`src/rtl/rv32i_pkg.sv`:
```
// Shared RV32I definitions: fetch FSM states, branch funct3 codes, default NOP.
package rv32i_pkg;

  typedef enum logic [2:0] {
    BOOT = 3'd0,
    REQ  = 3'd1,
    WAIT = 3'd2,
    EXEC = 3'd3,
    TRAP = 3'd4
  } pc_state_e;

  localparam logic [2:0] F3_BEQ  = 3'b000;
  localparam logic [2:0] F3_BNE  = 3'b001;
  localparam logic [2:0] F3_BLT  = 3'b100;
  localparam logic [2:0] F3_BGE  = 3'b101;
  localparam logic [2:0] F3_BLTU = 3'b110;
  localparam logic [2:0] F3_BGEU = 3'b111;

  // addi x0, x0, 0
  localparam logic [31:0] NOP_INSTR_DEFAULT = 32'h0000_0013;

endpackage

```
`src/rtl/pc_target.sv`:
```
// Combinational next-PC selection: branch resolution, target arithmetic and
// word-alignment check of the chosen target.
module pc_target
  import rv32i_pkg::*;
(
  input  logic [31:0] pc_i,
  input  logic        is_branch_i,
  input  logic        is_jal_i,
  input  logic        is_jalr_i,
  input  logic [2:0]  comp_sel_i,
  input  logic        eq_i,
  input  logic        lt_i,
  input  logic [31:0] imm_i,
  input  logic [31:0] rs1_i,
  output logic [31:0] target_o,
  output logic        misalign_o
);

  logic        taken;
  logic [31:0] pc_rel;
  logic [31:0] reg_rel;

  assign pc_rel  = pc_i + imm_i;
  assign reg_rel = (rs1_i + imm_i) & ~32'h1;

  // Branch outcome from funct3; the comparator already inverts lt for BGE/BGEU.
  always_comb begin
    taken = 1'b0;
    case (comp_sel_i)
      F3_BEQ:                             taken = eq_i;
      F3_BNE:                             taken = ~eq_i;
      F3_BLT, F3_BGE, F3_BLTU, F3_BGEU:   taken = lt_i;
      default:                            taken = 1'b0;
    endcase
  end

  // Target priority: JAL, JALR, taken branch, sequential.
  always_comb begin
    target_o = pc_i + 32'd4;
    if (is_jal_i)                  target_o = pc_rel;
    else if (is_jalr_i)            target_o = reg_rel;
    else if (is_branch_i && taken) target_o = pc_rel;
  end

  assign misalign_o = |target_o[1:0];

endmodule

```
`src/rtl/next_pc_unit.sv`:
```
// Instruction fetch / next-PC stage: owns the PC, runs the req/gnt/rvalid
// handshake to instruction memory and holds one instruction for execute.
//
// state | meaning
// BOOT  | first cycle out of reset, no request yet
// REQ   | imem_req high at pc, waiting for imem_gnt
// WAIT  | request granted, waiting for imem_rvalid
// EXEC  | instruction held for execute, consumed on !stall
// TRAP  | misaligned target seen, halted until reset
module next_pc_unit
  import rv32i_pkg::*;
#(
  parameter logic [31:0] RESET_PC  = 32'h0000_0000,
  parameter logic [31:0] NOP_INSTR = NOP_INSTR_DEFAULT
) (
  input  logic        clk,
  input  logic        rst_n,
  output logic        imem_req,
  output logic [31:0] imem_addr,
  input  logic        imem_gnt,
  input  logic        imem_rvalid,
  input  logic [31:0] imem_rdata,
  output logic        instr_valid,
  output logic [31:0] instr,
  output logic [31:0] pc,
  output logic [31:0] pc_plus4,
  input  logic        stall,
  input  logic        is_branch,
  input  logic        is_jal,
  input  logic        is_jalr,
  input  logic [2:0]  comp_sel,
  input  logic        eq,
  input  logic        lt,
  input  logic [31:0] imm,
  input  logic [31:0] rs1,
  output logic        misalign_err
);

  pc_state_e   state_q, state_d;
  logic [31:0] pc_q, pc_d;
  logic [31:0] instr_q, instr_d;
  logic        err_q, err_d;
  logic [31:0] target;
  logic        misalign;

  pc_target u_pc_target (
    .pc_i        (pc_q),
    .is_branch_i (is_branch),
    .is_jal_i    (is_jal),
    .is_jalr_i   (is_jalr),
    .comp_sel_i  (comp_sel),
    .eq_i        (eq),
    .lt_i        (lt),
    .imm_i       (imm),
    .rs1_i       (rs1),
    .target_o    (target),
    .misalign_o  (misalign)
  );

  // State and datapath registers, cleared asynchronously.
  always_ff @(posedge clk or negedge rst_n) begin
    if (!rst_n) begin
      state_q <= BOOT;
      pc_q    <= RESET_PC;
      instr_q <= NOP_INSTR;
      err_q   <= 1'b0;
    end else begin
      state_q <= state_d;
      pc_q    <= pc_d;
      instr_q <= instr_d;
      err_q   <= err_d;
    end
  end

  // Next-state logic; pc only moves on an aligned consume.
  always_comb begin
    state_d = state_q;
    pc_d    = pc_q;
    instr_d = instr_q;
    err_d   = err_q;
    case (state_q)
      BOOT: state_d = REQ;
      REQ:  if (imem_gnt) state_d = WAIT;
      WAIT: begin
        if (imem_rvalid) begin
          instr_d = imem_rdata;
          state_d = EXEC;
        end
      end
      EXEC: begin
        if (!stall) begin
          instr_d = NOP_INSTR;
          if (misalign) begin
            err_d   = 1'b1;
            state_d = TRAP;
          end else begin
            pc_d    = target;
            state_d = REQ;
          end
        end
      end
      TRAP:    state_d = TRAP;
      default: state_d = BOOT;
    endcase
  end

  assign imem_req     = (state_q == REQ);
  assign imem_addr    = pc_q;
  assign instr_valid  = (state_q == EXEC);
  assign instr        = instr_q;
  assign pc           = pc_q;
  assign pc_plus4     = pc_q + 32'd4;
  assign misalign_err = err_q;

endmodule

```
`config.mk`:
```
export PLATFORM = sky130hd
export DESIGN_NAME = next_pc_unit
export DESIGN_NICKNAME = d
export VERILOG_FILES = /design/src/rtl/rv32i_pkg.sv /design/src/rtl/pc_target.sv /design/src/rtl/next_pc_unit.sv
export SDC_FILE = /design/constraint.sdc
export NUM_CORES = 1
export LEC_CHECK = 0
export BUFFER_PORTS_ARGS = -buffer_cell sky130_fd_sc_hd__buf_2
export CAP_MARGIN = 30
export CORE_MARGIN = 5
export CORE_UTILIZATION = 40
export CTS_CLUSTER_DIAMETER = 120
export DETAILED_ROUTE_END_ITERATION = 16
export GPL_TIMING_DRIVEN = 0
export PLACE_DENSITY = 0.68
export SYNTH_ARGS = -nofsm -noshare
export SYNTH_HDL_FRONTEND = slang
export SYNTH_SLANG_ARGS = --single-unit
```
`constraint.sdc`:
```
create_clock -name clk -period 3.9 [get_ports clk]
set_input_delay 0.78 -clock clk [delete_from_list [all_inputs] [get_ports clk]]
set_output_delay 0.78 -clock clk [all_outputs]
set_load 0.02 [all_outputs]
```
==> qor.yml <==
hold_ws_ns: 0.449
grt_max_degree: 69
status: "finished clean"
design_area_um2: 9190
avgSynthCellArea_um2: 7.64
multi_input_area_um2: 5090
arrival_ns: 3.90
syn2layout_area_growth_pct: 25.6
finClkSkew_ns: 0.00905
rsz0062_at_grt: "false"
rows: 49
avgRoutedWirePerCell_um: 18.2
reg2reg_depth: 13
cts_tree: "done"
fill_cells: 1774
startpoint_type: "primary input"
ys_seq_area_share_pct: 23.3
post_cts_buffers: 0
end_kind: "register"
synth_cell_types: 71
clock_path_buffers: 2
power_mw: 6.90
synth-async-reset-ratio_pct: 100
grt_pass1_wl_um: 40800
tightest_slew_ns: 0.845
critPathMaxFanout: 5
globalRouteOverflowTotal: 0
track_usage_pct: 23.4
crit_top_cell: "nor2b_1"
crit_path_max_incr_delay_ns: 0.43
place_ws_ns: -0.0783
tns_ns: 0
syn_nets: 1130
cts_hold_buf: 0
crit_chain: "buf_2, inv_1, fa_1, nor2b_1, o21ai_0, a21o_1, a21oi_2, a21oi_1, o31ai_1, nor2b_1, mux2i_1, nand3_1, a32o_1"
synth_warnings: 0
nets: 1380
cp_slowest_cell: "fa_1"
die-width_um: 145
final_layout_size_suffix_gt1_share_pct: 26.2
synth-edff-count: 0
slew_headroom_pct: 43.7
cts.sinks: 68
synthFlopType: "dfrtp_1"
synth_top_area_cell: "dfrtp_1"
period_share_pct: 94.2
io_pins: 240
cts_inserted_buffers: 9
yosysMostFrequentCell: "nand2_1"
fp.coreArea_um2: 18000
die_h_um: 145
timing.fmax_mhz: 272
gp_congestion: 0.890
clkLatencyLatePin_ns: 0.33
synthTopCellsByCount: "nand2_1 (150), o21ai_0 (77), a21oi_1 (76)"
yosysTopAreaCellShare_pct: 22.2
h-tree-depth: 3
min_path_type: "in -> async"
max_cap_violations: 0
grt_pass1_vias: 7604
die_area_um2: 21100
slew_viol_final: 0
via_count: 8051
hold_viol: 0
final-setup-viol-count: 0
start_util_pct: 40.7
drt_wl_total_um: 26300
firstDrtPassIters: 5
postSynthCellCount: 957
drtIter0Drc: 557
synth_area_leaders: "dfrtp_1 (22%), ha_1 (11%), nand2_1 (7.7%), xnor2_1 (6.8%), o21ai_0 (5.3%)"
syn_area_um2: 7320
io_buffers: 238
fin_crit_ns: 3.67
crit_buf_inv: 2
drcViolationCount: 0
rr_startpoint: "imem_addr[0]"
ant_nets: 0
critPathKind: "in -> reg"
antenna_found_initial: 0
routed_via_density: 5.58
crit_required_ns: 4.13
finalWorstSetupSlack_ns: 0.226
p_leak_nw: 4.51
powerDensity_nw_per_um2: 751
placed_area_um2: 8820
post-dp-hpwl_um: 21000
crit_family: "compound AO/OA/AOI/OAI gates"
vdd_ir_drop_max_mv: 0.388
ys_seq_elements: 68
regToRegEndpoint: "imem_addr[28]"
root_buffer: "clkbuf_16"
clkTransAtPathRegs_ns: 0.06
seqCellArea_um2: 1710
regToRegSetupSlack_ns: 0.34
cts_resized: 0
[metal layers]
metal	wire, µm	track usage, %	vias to the layer above
li1	-	-	3910
met1	11500	31.9	3737
met4	561	7.60	0
met3	2230	3.68	34
met5	0	0	-
met2	11900	37.9	370
[layout make-up]
| type | instances | area share [%] |
|---|---|---|
| clock buffer | 10 | 2.49 |
| multi-input combinational | 785 | 55.3 |
| tap | 229 | 3.12 |
| antenna | 1 | 0.0272 |
| timing repair buffer | 239 | 13.3 |
| sequential | 68 | 18.6 |
| buffer | 76 | 4.56 |
| inverter | 28 | 1.14 |
| clock inverter | 6 | 1.48 |
[worst max path at each step]
stage | start | to | slack, ns | depth (start not counted)
3_3_place_gp | imm[1] | imem_addr[24] | -0.08 | 13
3_5_place_dp | imm[1] | imem_addr[24] | -0.08 | 13
4_1_cts | imm[1] | imem_addr[24] | 0.27 | 13
6_report | imm[1] | imem_addr[24] | 0.23 | 13
2_1_floorplan | imm[0] | imem_addr[26] | 0.63 | 13
5_1_grt | imem_addr[0] | imem_addr[28] | 0.02 | 13
[flip-flops by register name, indices dropped and copies added (netlist names)]
name          count
state_q           3
misalign_err      1
imem_addr        32
instr            32
[logic make-up (layout without fill, tap and decap cells)]
family / count (synthesis) / in the layout / synth area share (%)
fa+ha+maj: 64 / 64 / 11.2
mux: 9 / 9 / 1.25
buf+inv: 104 / 359 / 7.17
xor+xnor: 85 / 85 / 10.3
simple gates: 327 / 327 / 20.8
compound gates: 300 / 300 / 26.0
other cells: 0 / 1 / 0
flops: 68 / 68 / 23.3
[layout by cell type (no fill, tap or decap), types with 11 or more instances in the layout]
cell type	netlist	final
xnor2_1	57	57
buf_4	34	35
and3_1	14	14
o21ai_0	77	77
ha_1	62	62
nand2b_1	11	11
nand4_1	16	16
nand2_1	150	150
nor2_1	62	62
xor2_1	27	27
buf_2	5	242
clkbuf_1	37	38
inv_1	27	27
a211oi_1	22	22
o21bai_1	12	12
nand3_1	25	25
dfrtp_1	65	65
a21o_1	25	25
a21oi_1	76	76
[through the flow]
step | instances | util, %
detailed placement | 1425 | 49.1
floorplan | 957 | -
finish | 1442 | 51.2
global route | 1441 | 51.2
global placement | 1424 | 49.0
CTS | 1441 | 51.2
[where the power goes]
group	switching [mW]	total [mW]	internal, mW	leakage [nW]
Clock	0.325	1.02	0.691	0.173
Sequential	0.437	1.46	1.02	0.841
Combinational	2.74	4.43	1.69	3.50
Power figures use the tool's default switching activity.
